===== src/rtl/sat_counter.sv =====
// Saturating up-counter with synchronous clear; clear wins over increment.
module sat_counter #(
  parameter int unsigned W = 3
) (
  input  logic         clk,
  input  logic         rst,
  input  logic         clr,
  input  logic         inc,
  output logic [W-1:0] count
);

  localparam logic [W-1:0] MAX = '1;

  always_ff @(posedge clk or posedge rst) begin
    if (rst) begin
      count <= '0;
    end else if (clr) begin
      count <= '0;
    end else if (inc && (count != MAX)) begin
      count <= count + W'(1);
    end
  end

endmodule


===== config.mk =====
export PLATFORM = sky130hd
export DESIGN_NAME = sat_counter
export DESIGN_NICKNAME = d
export VERILOG_FILES = /design/src/rtl/sat_counter.sv
export SDC_FILE = /design/constraint.sdc
export NUM_CORES = 1
export LEC_CHECK = 0
export CAP_MARGIN = 20
export CORE_AREA = 2 2 39 41
export DETAILED_ROUTE_END_ITERATION = 10
export DIE_AREA = 0 0 41 43
export GPL_TIMING_DRIVEN = 0
export PLACE_DENSITY_LB_ADDON = 0.08
export REMOVE_ABC_BUFFERS = 1
export SYNTH_ARGS = -nofsm -noshare
export SYNTH_HDL_FRONTEND = slang
export SYNTH_SLANG_ARGS = --single-unit

===== constraint.sdc =====
create_clock -name clk -period 1.3 [get_ports clk]
set_input_delay 0.195 -clock clk [delete_from_list [all_inputs] [get_ports clk]]
set_output_delay 0.195 -clock clk [all_outputs]
set_load 0.05 [all_outputs]

# After elaboration in Yosys (flattened, before gate mapping)
# Cells that the tools add are included.
# word_totals
ff_bits	3
input_bits	4
output_inout_bits	3
word_cells	7
# op_classes
reduce_logical	2
eq_ne	1
n_mux	2
addsub	1
# op_table
cell	count
3-bit 2-to-1 mux	2
3-bit by 1-bit adder with 3-bit output, second input constant	1
3-bit inequality test, second input constant	1
2-bit nonzero test	1
1-bit logical AND	1

# Logic depth before layout (Yosys ltp)
# logic_depth
ltp_word	4
mapped_depth	4
ltp_nobuf	4

# Least setup slack after synthesis
# No wires, ideal clock.
# synth_timing
path_type	reg-to-reg
from	register count[0]
to	register count[0]
period_less_slack_ns	1.615
t_required_ns	1.175
path_stages_with_launch	5
setup_slack_ns	-0.315
setup_time_ns	0.125
path_buffers	0
t_arrival_ns	1.490
path_cell_list	dfrtp_1 ha_1 ha_1 nor2b_4 mux2_4
# synth_via
elab_chain_len	3
elab_cells_between_ends	6
cone_classes	add/sub: 1; eq/ne: 1; mux: 2; reduce/logical: 2
# synth_rtl
element	line	rtl
from (decl)	9	output logic [W-1:0] count
from (signal assigned)	20	count <= count + W'(1);
3-bit by 1-bit adder with 3-bit output or 3-bit inequality test (tied branches)	20, 19	
3-bit 2-to-1 mux or 1-bit logical AND (tied branches)	19	end else if (inc && (count != MAX)) begin
3-bit 2-to-1 mux or 2-bit nonzero test (tied branches)	-	
# Parallel ways exist; a longest one is shown, timed or not. The select of a mux whose other input is x is not followed.
# A chain may end at the register's enable or synchronous reset.

# Final worst setup path
# layout_timing
from	register count[1]
to	register count[0]
# layout_via
elab_chain_len	3
# layout_rtl
element	line
3-bit inequality test	19
1-bit logical AND	19
2-bit nonzero test (no line)	-
# Every way passes these cells.

==> results <==
[repair_timing]
action | 4_1_cts | 5_1_grt
resized for setup | 12 | 0
buffers inserted | 1 | 0
endpoints found under the setup margin | 4 | 1
pin swaps | 1 | 0
hold endpoints to repair | 0 | 0
[report_power, final]
| part | switching [mW] | internal, mW | leakage, nW | total, mW |
|---|---|---|---|---|
| clock | 0.0462 | 0.115 | 0.0150 | 0.161 |
| sequential | 0.00589 | 0.0999 | 0.0404 | 0.106 |
| combinational | 0.0367 | 0.0330 | 0.0796 | 0.0697 |
| total | 0.0888 | 0.248 | 0.135 | 0.337 |
[cell type report]
type                            instances  area [um2]
Fill cell                             150        1060
Multi-Input combinational cell         12         124
Sequential cell                         3        75.1
Timing Repair Buffer                    7        71.3
Clock buffer                            4        26.3
Tap cell                               16        20.0
Inverter                                1        3.75
[kinds of logic after synthesis]
logic type / after synthesis / share of synthesized area
adders and majority gates: 2 / 0.133
DFF: 3 / 0.400
and+or+nand+nor: 7 / 0.313
muxes: 1 / 0.0800
AOI/OAI and AO/OA: 2 / 0.0533
buffers and inverters: 1 / 0.0200
[worst max-delay path by stage]
| stage | from | to | slack, ps |
|---|---|---|---|
| floorplan | count[0] | count[0] | -310 |
| global placement | count[0] | count[0] | -130 |
| detailed placement | count[0] | count[0] | -120 |
| CTS | count[1] | count[0] | -20 |
| global route | count[0] | count[0] | -60 |
| finish | count[1] | count[0] | -7 |
[per-layer routing]
metal | vias up | wire (um) | GRT usage
met5 | - | 0 | 0
met4 | 0 | 0 | 0.0400
met3 | 0 | 46 | 0.0628
met2 | 9 | 201 | 0.0844
met1 | 74 | 166 | 0.0703
li1 | 77 | - | -
[stage by stage]
| step | TNS (ps) | hold slack, ps | total power, mW |
|---|---|---|---|
| 2_1_floorplan | -490 | -51.4 | 0.147 |
| 6_report | -7.04 | 128 | 0.337 |
| 4_1_cts | -15.9 | 129 | 0.346 |
| 3_5_place_dp | -344 | 377 | 0.176 |
| 3_3_place_gp | -367 | 373 | 0.176 |
| 5_1_grt | -62.1 | 149 | 0.364 |
[synth_stat cells]
| cell | instances | area share |
|---|---|---|
| nor2b_4 | 1 | 0.073 |
| nor2b_1 | 1 | 0.033 |
| inv_1 | 1 | 0.020 |
| nand2b_1 | 2 | 0.067 |
| nand4bb_1 | 2 | 0.12 |
| nor2_1 | 1 | 0.020 |
| dfrtp_1 | 3 | 0.40 |
| mux2_4 | 1 | 0.080 |
| ha_1 | 2 | 0.13 |
| o21ai_1 | 2 | 0.053 |
[worst reg2reg max path, cell delays in order (launching register included)]
cell and delay [ps]:
dfrtp_1 390, ha_2 210, ha_4 170, nor2b_4 130
mux2_4 300
==> results.sh <==
export IMPL_layoutNonFillerInstCount=43
export IMPL_clock_latency_ps=230
export IMPL_place_area_um2=268
export IMPL_cp_slowest_stage_delay_ps=390
export IMPL_detailed_place_hpwl_um=313
export IMPL_dp_slack_ps=-117
export IMPL_finalWirelength_um=413
export IMPL_yosys_register_bits=3
export IMPL_nNetsFinal=34
export IMPL_via_count=160
export IMPL_clk_pin_slew_ps=40
export IMPL_antenna_diode_count=0
export IMPL_start_kind="register"
export IMPL_crit_required_ps=1410
export IMPL_cts_buffers=3
export IMPL_path_class="register to register"
export IMPL_drtPass1Iterations=1
export IMPL_fin_util=0.231
export IMPL_rr_endpoint="count[0]"
export IMPL_syn_inst=16
export IMPL_rows=14
export IMPL_synth_area_um2=188
export IMPL_coreArea_mm2=0.00138
export IMPL_largest_register="count"
export IMPL_cts_tree="built"
export IMPL_cts_hold_buffers_added=0
export IMPL_period_needed_ps=1310
export IMPL_worst_slew_pin_slew_ps=282
export IMPL_worst_hold_path_type="input port to asynchronous set/reset pin"
export IMPL_avgViaCountPerCell=3.72
export IMPL_final_cell_mix="clkbuf_4 (3), dfrtp_1 (3), clkdlybuf4s50_1 (3), clkdlybuf4s15_2 (3)"
export IMPL_dieArea_mm2=0.00176
export IMPL_die_y_um=43
export IMPL_dpl_cell_count=38
export IMPL_crit_chain="ha_2, ha_4, nor2b_4, mux2_4"
export IMPL_cap_violations=0
export IMPL_cts_path_max_buffers=2
export IMPL_htree_levels=1
export IMPL_die_w_um=41
export IMPL_slowest_stage="dfrtp_1"
export IMPL_peakVddDrop_uv=556
export IMPL_ioPinCount=7
export IMPL_cp_arrival_ps=1420
export IMPL_worstRegToRegCells=4
export IMPL_first_global_vias=185
export IMPL_fin_crit_sh=1.01
export IMPL_grt_use_total=0.0671
export IMPL_hold_violations=0
export IMPL_port_buffer_count=6
export IMPL_synth_avg_cell_area_um2=11.7
export IMPL_cp_end_kind="register"
export IMPL_outcome="finished with violations"
export IMPL_cp_num_buf_inv=0
export IMPL_slew_viol_final=0
export IMPL_rsz0062_at_grt="true"
export IMPL_cp_max_fo=3
export IMPL_grt_first_pass_wirelength_um=710
export IMPL_antenna_found_initial=0
export IMPL_seq_area_frac_synth=0.400
export IMPL_yosysWarnings=0
export IMPL_start_util=0.136
export IMPL_power_leakage_nw=0.135
export IMPL_cts_root_buffer="clkbuf_4"
export IMPL_p_per_area_mw_per_mm2=1050
export IMPL_grt_max_degree=7
export IMPL_synth_distinct_cells=10
export IMPL_areaGrowthSynthToFinish_pct=70.7
export IMPL_clkSinkCount=3
export IMPL_overflow=0
export IMPL_slew_headroom=0.813
export IMPL_wl_per_cell_um=9.60
export IMPL_setup_slack_ps=-7.04
export IMPL_drt_initial_drc_count=0
export IMPL_largest_reg_flops=3
export IMPL_setup_viol=1
export IMPL_drtAntennaViolNets=0
export IMPL_fin_area_um2=320
export IMPL_finClkSkew_ps=2.03
export IMPL_rrSetupSlack_ps=-7
export IMPL_fmax_ghz=0.765
export IMPL_place_congestion=0.597
export IMPL_drive_above_1_share=0.407
export IMPL_failed_checks="setup timing"
export IMPL_cp_depth=4
export IMPL_timing_rr_start="count[1]"
export IMPL_drc=0
export IMPL_critPathTopFamily="flip-flops"
export IMPL_top_regs="count (3)"
Power figures use the tool's default switching activity.
